File: src/rtl/switch_word_loader.sv
// switch_word_loader: builds 32-bit words from the board's slide switches
// and two push-buttons, then writes them to sequential memory addresses
// over a request/ready handshake. The word being assembled is exported so
// the seven-segment mux can display it while the operator works.
module switch_word_loader #(
    parameter int DEBOUNCE_CYCLES = 1_000_000,
    parameter int ADDR_WIDTH      = 8
) (
    input  logic                  clk,
    input  logic                  reset,
    input  logic [15:0]           sw,
    input  logic                  half_sel,
    input  logic                  btn_load,
    input  logic                  btn_commit,
    input  logic                  mem_ready,
    output logic                  mem_we,
    output logic [ADDR_WIDTH-1:0] mem_addr,
    output logic [31:0]           mem_wdata,
    output logic [31:0]           word_preview,
    output logic [ADDR_WIDTH:0]   words_written,
    output logic                  busy,
    output logic                  err
);

    // Counter must hold values up to DEBOUNCE_CYCLES-1; keep at least one bit.
    localparam int CW = (DEBOUNCE_CYCLES > 1) ? $clog2(DEBOUNCE_CYCLES) : 1;
    localparam logic [CW-1:0] CNT_LAST = CW'(DEBOUNCE_CYCLES - 1);
    localparam logic [ADDR_WIDTH:0] WRITTEN_MAX = {1'b1, {ADDR_WIDTH{1'b0}}};

    typedef enum logic {
        IDLE,
        WRITE
    } state_t;

    // Synchroniser stages; button index 0 is load, index 1 is commit.
    logic [15:0]           r_swMeta;
    logic [15:0]           r_swSync;
    logic                  r_halfMeta;
    logic                  r_halfSync;
    logic [1:0]            r_btnMeta;
    logic [1:0]            r_btnSync;

    // Debounce state per button.
    logic [CW-1:0]         r_btnCnt [2];
    logic [1:0]            r_btnDeb;
    logic [1:0]            r_btnPress;

    // Loader state and registered outputs.
    state_t                r_state;
    logic                  r_loValid;
    logic                  r_hiValid;
    logic                  r_memWe;
    logic [ADDR_WIDTH-1:0] r_memAddr;
    logic [31:0]           r_memWdata;
    logic [31:0]           r_wordPreview;
    logic [ADDR_WIDTH:0]   r_wordsWritten;
    logic                  r_busy;
    logic                  r_err;

    logic [1:0]            w_btnRaw;
    logic                  w_loadPress;
    logic                  w_commitPress;

    assign w_btnRaw      = {btn_commit, btn_load};
    assign w_loadPress   = r_btnPress[0];
    assign w_commitPress = r_btnPress[1];

    // Two-flop synchronisers bring every board input into the clk domain.
    always_ff @(posedge clk) begin
        if (!reset) begin
            r_swMeta   <= '0;
            r_swSync   <= '0;
            r_halfMeta <= 1'b0;
            r_halfSync <= 1'b0;
            r_btnMeta  <= '0;
            r_btnSync  <= '0;
        end else begin
            r_swMeta   <= sw;
            r_swSync   <= r_swMeta;
            r_halfMeta <= half_sel;
            r_halfSync <= r_halfMeta;
            r_btnMeta  <= w_btnRaw;
            r_btnSync  <= r_btnMeta;
        end
    end

    // Debounce each button and emit a one-cycle pulse when it settles pressed.
    always_ff @(posedge clk) begin
        if (!reset) begin
            for (int b = 0; b < 2; b++) begin
                r_btnCnt[b] <= '0;
            end
            r_btnDeb   <= '0;
            r_btnPress <= '0;
        end else begin
            for (int b = 0; b < 2; b++) begin
                r_btnPress[b] <= 1'b0;
                if (r_btnSync[b] == r_btnDeb[b]) begin
                    r_btnCnt[b] <= '0;
                end else if (r_btnCnt[b] == CNT_LAST) begin
                    r_btnDeb[b]   <= ~r_btnDeb[b];
                    r_btnCnt[b]   <= '0;
                    r_btnPress[b] <= ~r_btnDeb[b];
                end else begin
                    r_btnCnt[b] <= r_btnCnt[b] + CW'(1);
                end
            end
        end
    end

    // Loader FSM: assemble halves in IDLE, hold the write request in WRITE.
    always_ff @(posedge clk) begin
        if (!reset) begin
            r_state        <= IDLE;
            r_loValid      <= 1'b0;
            r_hiValid      <= 1'b0;
            r_memWe        <= 1'b0;
            r_memAddr      <= '0;
            r_memWdata     <= '0;
            r_wordPreview  <= '0;
            r_wordsWritten <= '0;
            r_busy         <= 1'b0;
            r_err          <= 1'b0;
        end else begin
            case (r_state)
                IDLE: begin
                    if (w_loadPress) begin
                        if (r_halfSync) begin
                            r_wordPreview[31:16] <= r_swSync;
                            r_hiValid            <= 1'b1;
                        end else begin
                            r_wordPreview[15:0] <= r_swSync;
                            r_loValid           <= 1'b1;
                        end
                        r_err <= 1'b0;
                    end else if (w_commitPress) begin
                        if (r_loValid && r_hiValid) begin
                            r_memWdata <= r_wordPreview;
                            r_memWe    <= 1'b1;
                            r_busy     <= 1'b1;
                            r_state    <= WRITE;
                        end else begin
                            r_err <= 1'b1;
                        end
                    end
                end
                WRITE: begin
                    if (mem_ready) begin
                        r_memWe   <= 1'b0;
                        r_busy    <= 1'b0;
                        r_loValid <= 1'b0;
                        r_hiValid <= 1'b0;
                        r_memAddr <= r_memAddr + 1'b1;
                        if (r_wordsWritten != WRITTEN_MAX) begin
                            r_wordsWritten <= r_wordsWritten + 1'b1;
                        end
                        r_state <= IDLE;
                    end
                end
                default: begin
                    r_state <= IDLE;
                end
            endcase
        end
    end

    assign mem_we        = r_memWe;
    assign mem_addr      = r_memAddr;
    assign mem_wdata     = r_memWdata;
    assign word_preview  = r_wordPreview;
    assign words_written = r_wordsWritten;
    assign busy          = r_busy;
    assign err           = r_err;

endmodule

File: config.mk
export PLATFORM = sky130hd
export DESIGN_NAME = switch_word_loader
export DESIGN_NICKNAME = d
export VERILOG_FILES = /design/src/rtl/switch_word_loader.sv
export SDC_FILE = /design/constraint.sdc
export NUM_CORES = 1
export LEC_CHECK = 0
export ABC_AREA = 1
export CORE_ASPECT_RATIO = 0.7
export CORE_UTILIZATION = 63
export DETAILED_ROUTE_END_ITERATION = 16
export DONT_BUFFER_PORTS = 1
export PLACE_DENSITY_LB_ADDON = 0.08
export SYNTH_ARGS = -nofsm -noshare
export SYNTH_HDL_FRONTEND = slang
export SYNTH_SLANG_ARGS = --single-unit
File: constraint.sdc
create_clock -name clk -period 1.9 [get_ports clk]
set_input_delay 0.57 -clock clk [delete_from_list [all_inputs] [get_ports clk]]
set_output_delay 0.57 -clock clk [all_outputs]
set_load 0.01 [all_outputs]
After elaboration in Yosys (flattened, before gate mapping):

Memories as Yosys holds them, arrays and structs flattened.
Index checks and enable logic that the tools add are counted.

* latch bits: 0
* ROM bits: 0
* output and inout port bits: 84
* memories kept: 1
* logic and storage cells: 117
* input bits: 22
* RAM bits: 40
* bits in registers: 128

* magnitude comparators: 0
* reduce and logical (&&, ||, !) cells: 15
* shift-type cells: 0
* bitwise gates (word level): 16
* mux-type cells: 48
* divide/modulo/power cells: 0
* multipliers: 0
* equality and inequality tests: 13
* add/sub/neg operators: 4

Memory list
* r_btnCnt: depth 2, bits a word 20, read ports 2, clocked after Yosys merged registers in 0, write ports 2, RTL line 44 `logic [CW-1:0] r_btnCnt [2];`

Operators with widths (number)
* two-way mux 20 bit: 6
* adder 20 x 1 -> 20 bit (second input constant): 2
* equality test 20 bit (second input constant): 2
* two-way mux 1 bit: 38
* AND reduction 3 bit: 6
* inequality test 2 bit (second input constant): 8
* NOT 1 bit: 10
* adder 9 x 1 -> 9 bit (second input constant): 1
* inequality test 9 bit (second input constant): 1
* adder 8 x 1 -> 8 bit (second input constant): 1
* one-hot mux 1 bit (2 select lines): 4
* AND reduction 4 bit: 2
* OR 1 bit: 6
* AND reduction 2 bit: 3
* OR reduction 3 bit: 2
* equality test 1 bit: 2
* nonzero test 2 bit: 1
* logical AND 1 bit: 1

Longest topological paths before layout:

* word-level depth: 7
* mapped depth: 9
* gate-level depth less buffers: 9

Worst setup path after synthesis:

No wires, ideal clock.

* path type: reg-to-reg
* start point: memory r_btnCnt[0][0] (netlist name)
* end point: memory r_btnCnt[0][17] (netlist name), data pin
* clock period less this slack: 1.493 ns
* path slack: 0.407 ns
* required time: 1.648 ns
* path buffers: 1
* data arrival time: 1.241 ns
* stages on the path, launching flop included: 8
* path through: edfxtp_1 ha_1 nand3_2 nor2_2 nand3_2 nand2_4 buf_6 nor2_1

RTL lines (RTL line)
* start, declared: 44

==> summary.txt <==
Synth
  – Top-count cell post-synth: nor2_1
  – Synth Register Bits: approximately 170
  – YS warnings: 0
  – Top FF cell, synth: dfxtp_1
  – Netlist cell types: 38
  – Cells after Synth: between 800 and 900
  – Number of synthesized flops with an enable pin: 40
  – Post-synthesis cell area: between 6000 and 7000 um2
  – Syn_area_per_cell: 8.035 um2
  – Top-area cell type share of the netlist area: 36.87%
  – FFs w/ async S/R, synth: 0%
  – Seq/Total Area, Yosys: roughly 54%
  – Top cells by count, synth: nor2_1, nand2_1, dfxtp_1, inv_1, o21ai_0
  – Synth area leader: dfxtp_1
  – Top cells by area, synth: dfxtp_1, edfxtp_1, nor2_1

Min path
  – WHS Path Cells: 2
  – Min-Delay Path Class: primary input to flop
  – Hold_sp: reset
  – Worst Hold Path EP: r_swMeta[2]$_SDFF_PN0_

Clocking
  – CTS Sinks: between 150 and 200
  – CTS Buf Count: 17
  – Max Root-Sink Buffers: 2
  – CTS tree: built
  – H-tree Lvls: 4
  – Post-CTS Setup Bufs: 0
  – Clk Latency, worst-skew pair: ~430 ps
  – CTS Hold Bufs: 0
  – Root Buffer: clkbuf_16
  – Post-CTS sizing: 0
  – Reg clk slew, reported paths: about 70 ps

Setup path
  – R2R setup slack: 240 ps
  – Setup crit end kind: flop
  – Crit path from: r_btnCnt[1][0]$_SDFFCE_PN0P_
  – FF-to-FF End: r_btnCnt[1][6]$_SDFFCE_PN0P_
  – Critical Path Fanout Max: 20
  – Crit path kind: flop to flop
  – Data required, critical path: ~2100 ps
  – Worst Path Arrival: about 1800 ps
  – Worst reg-to-reg path cell count: 7
  – Reg2reg start: r_btnCnt[1][0]$_SDFFCE_PN0P_
  – Crit path launch type: flop

Drt
  – Vias per cell: approximately 5.2
  – Drc violations: 0
  – Routed WL per cell: about 14 um
  – WL final: between 10,000 and 15,000 um
  – 1st-pass router iterations: 6
  – Via count: between 5,000 and 6,000
  – DRT antenna net count: 0
  – Detailed Route Iter0 Violations: between 400 and 500

Placed design
  – Hpwl dp: 10,350 um
  – Placed Cells: ~1,000
  – # port buffers: 0
  – Routability cong.: 0.9212

Global route
  – Gr ovfl total: 0
  – Global-route wire length before repair: 24,230 um
  – Largest net degree at the start of global routing: about 120
  – Vias in the first global route: between 5,000 and 6,000
  – Total GRT Usage: approximately 27%
  – Initial antenna violation count: 0

Timing
  – Final hold vios: 0
  – Minimum clock period: around 1700 ps
  – Max Clock Skew: a little under 10 ps
  – Final period utilization: between 80% and 90%
  – Setup TNS: 0 ps
  – Final Max Tran Viols: 0
  – Fmax: between 600 and 700 MHz
  – Final Setup Violations: 0
  – RSZ-0062 raised after global routing: false

Floorplanning
  – Die W: around 130 um
  – Core area: about 11,000 um2
  – Initial core utilization: between 60% and 70%
  – FP Rows: 31
  – Die area: ~11,000 um2
  – Die Y-Extent: around 90 um
  – Io pins: 106

Layout
  – Non-filler instance count after layout: 1,058
  – Layout cells sized above 1: 7.033%
  – Area growth from synthesis to final layout: 11.72%
  – Antenna Diode Count: 0
  – Nets: a little over 900

Power and ir drop
  – PwrDens: roughly 950 nW/um2
  – Leak: 3.230 nW
  – Worst vdd ir: between 0.0006 and 0.0007 V

Status
  – Status: completed

Flow run
  – # Max-Cap Violations: 0
layout make-up:
class / count / area, um2
Sequential cell: 168 / 3764
Fill cell: 793 / 2785
Multi-Input combinational cell: 602 / 2773
Clock buffer: 17 / 425.4
Inverter: 103 / 386.6
Tap cell: 148 / 185.2
Clock inverter: 15 / 181.4
Timing Repair Buffer: 5 / 50.05
worst max path at each step:
| stage | endpoint | slack, ps | depth (start not counted) |
|---|---|---|---|
| after floorplan | r_btnCnt[0][17]$_SDFFCE_PN0P_ | 410 | 7 |
| after global placement | r_btnCnt[1][12]$_SDFFCE_PN0P_ | 310 | 7 |
| after detailed placement | r_btnCnt[1][6]$_SDFFCE_PN0P_ | 250 | 7 |
| after CTS | r_btnCnt[0][9]$_SDFFCE_PN0P_ | 240 | 6 |
| after global routing | r_btnCnt[1][17]$_SDFFCE_PN0P_ | 110 | 7 |
| final | r_btnCnt[1][6]$_SDFFCE_PN0P_ | 240 | 7 |
where the power goes:
group | total (mW) | internal (mW) | leakage (nW) | switching (mW)
Sequential | 3.79 | 3.73 | 1.45 | 0.0644
Combinational | 0.170 | 0.0602 | 1.49 | 0.110
Clock | 3.42 | 1.78 | 0.292 | 1.65
worst max-delay path: stages (launching register included):
cell	delay (ps)
edfxtp_1	380
ha_1	200
nand3_1	140
nor3_1	150
nand3_1	160
nand2_1	150
buf_12	170
nor2_1	60
registers in the layout, indices dropped and copies added, names as in the netlist:
register,count
words_written,9
r_btnDeb,2
word_preview,32
r_btnCnt,40
busy,1
r_loValid,1
r_btnPress,2
r_btnSync,2
mem_wdata,32
err,1
mem_addr,8
r_swSync,16
r_halfSync,1
r_halfMeta,1
r_hiValid,1
r_btnMeta,2
r_swMeta,16
r_state,1
through the flow:
step | total power, mW | hold WS [ps] | util (%) | setup WS (ps) | cell area, um2
6_report | 7.385 | 237.9 | 73.60 | 238.7 | 7765
5_1_grt | 7.609 | 229.8 | 73.60 | 106.9 | 7765
4_1_cts | 7.401 | 227.5 | 73.60 | 241.9 | 7765
3_5_place_dp | 4.034 | 401.3 | 67.85 | 246.1 | 7158
3_3_place_gp | 4.026 | 393.0 | 67.85 | 313.9 | 7158
2_1_floorplan | 4.008 | 390.5 | - | 407.0 | 7097
cells by family (layout without fill, tap and decap cells):
kind of cell | count (synthesis) | in the layout | synth area share (%)
buffers and inverters | 134 | 140 | 8.065
adders and majority gates | 5 | 5 | 0.9001
xor gates and xnor gates | 21 | 21 | 2.646
other | 1 | 40 | 0.05395
and+or+nand+nor | 397 | 397 | 23.91
AOI/OAI and AO/OA | 139 | 139 | 10.28
DFF | 168 | 168 | 54.15
cells in the final DEF (no fill, tap or decap), types with 2 or more instances in the layout:
master     netlist  layout
a21oi_1         59      59
buf_4            4       4
clkbuf_16        0      17
clkinv_1         2       2
clkinv_4         0       2
clkinv_8         0       6
conb_1           1      40
dfxtp_1        128     128
edfxtp_1        40      40
ha_1             5       5
inv_1           94      94
inv_2            7       7
inv_8            0       4
nand2_1        157     157
nand2_2          3       3
nand3_1         32      32
nand3_2          3       3
nand3b_1         6       6
nand4_1         10      10
nor2_1         165     165
nor2_2          10      10
nor3_1           3       3
o21ai_0         71      71
o21ai_1          2       2
o21bai_1         3       3
or2_1            2       2
xnor2_1          8       8
xor2_1          13      13
per-layer routing:
metal / GRT usage (%) / up-vias / share of wire [%]
li1: - / 2780 / -
met1: 36.97 / 2518 / 46
met2: 39.94 / 211 / 43
met3: 8.690 / 36 / 8.6
met4: 10.02 / 0 / 2.0
met5: 0 / - / 0
(Power assumes the default switching activity.)
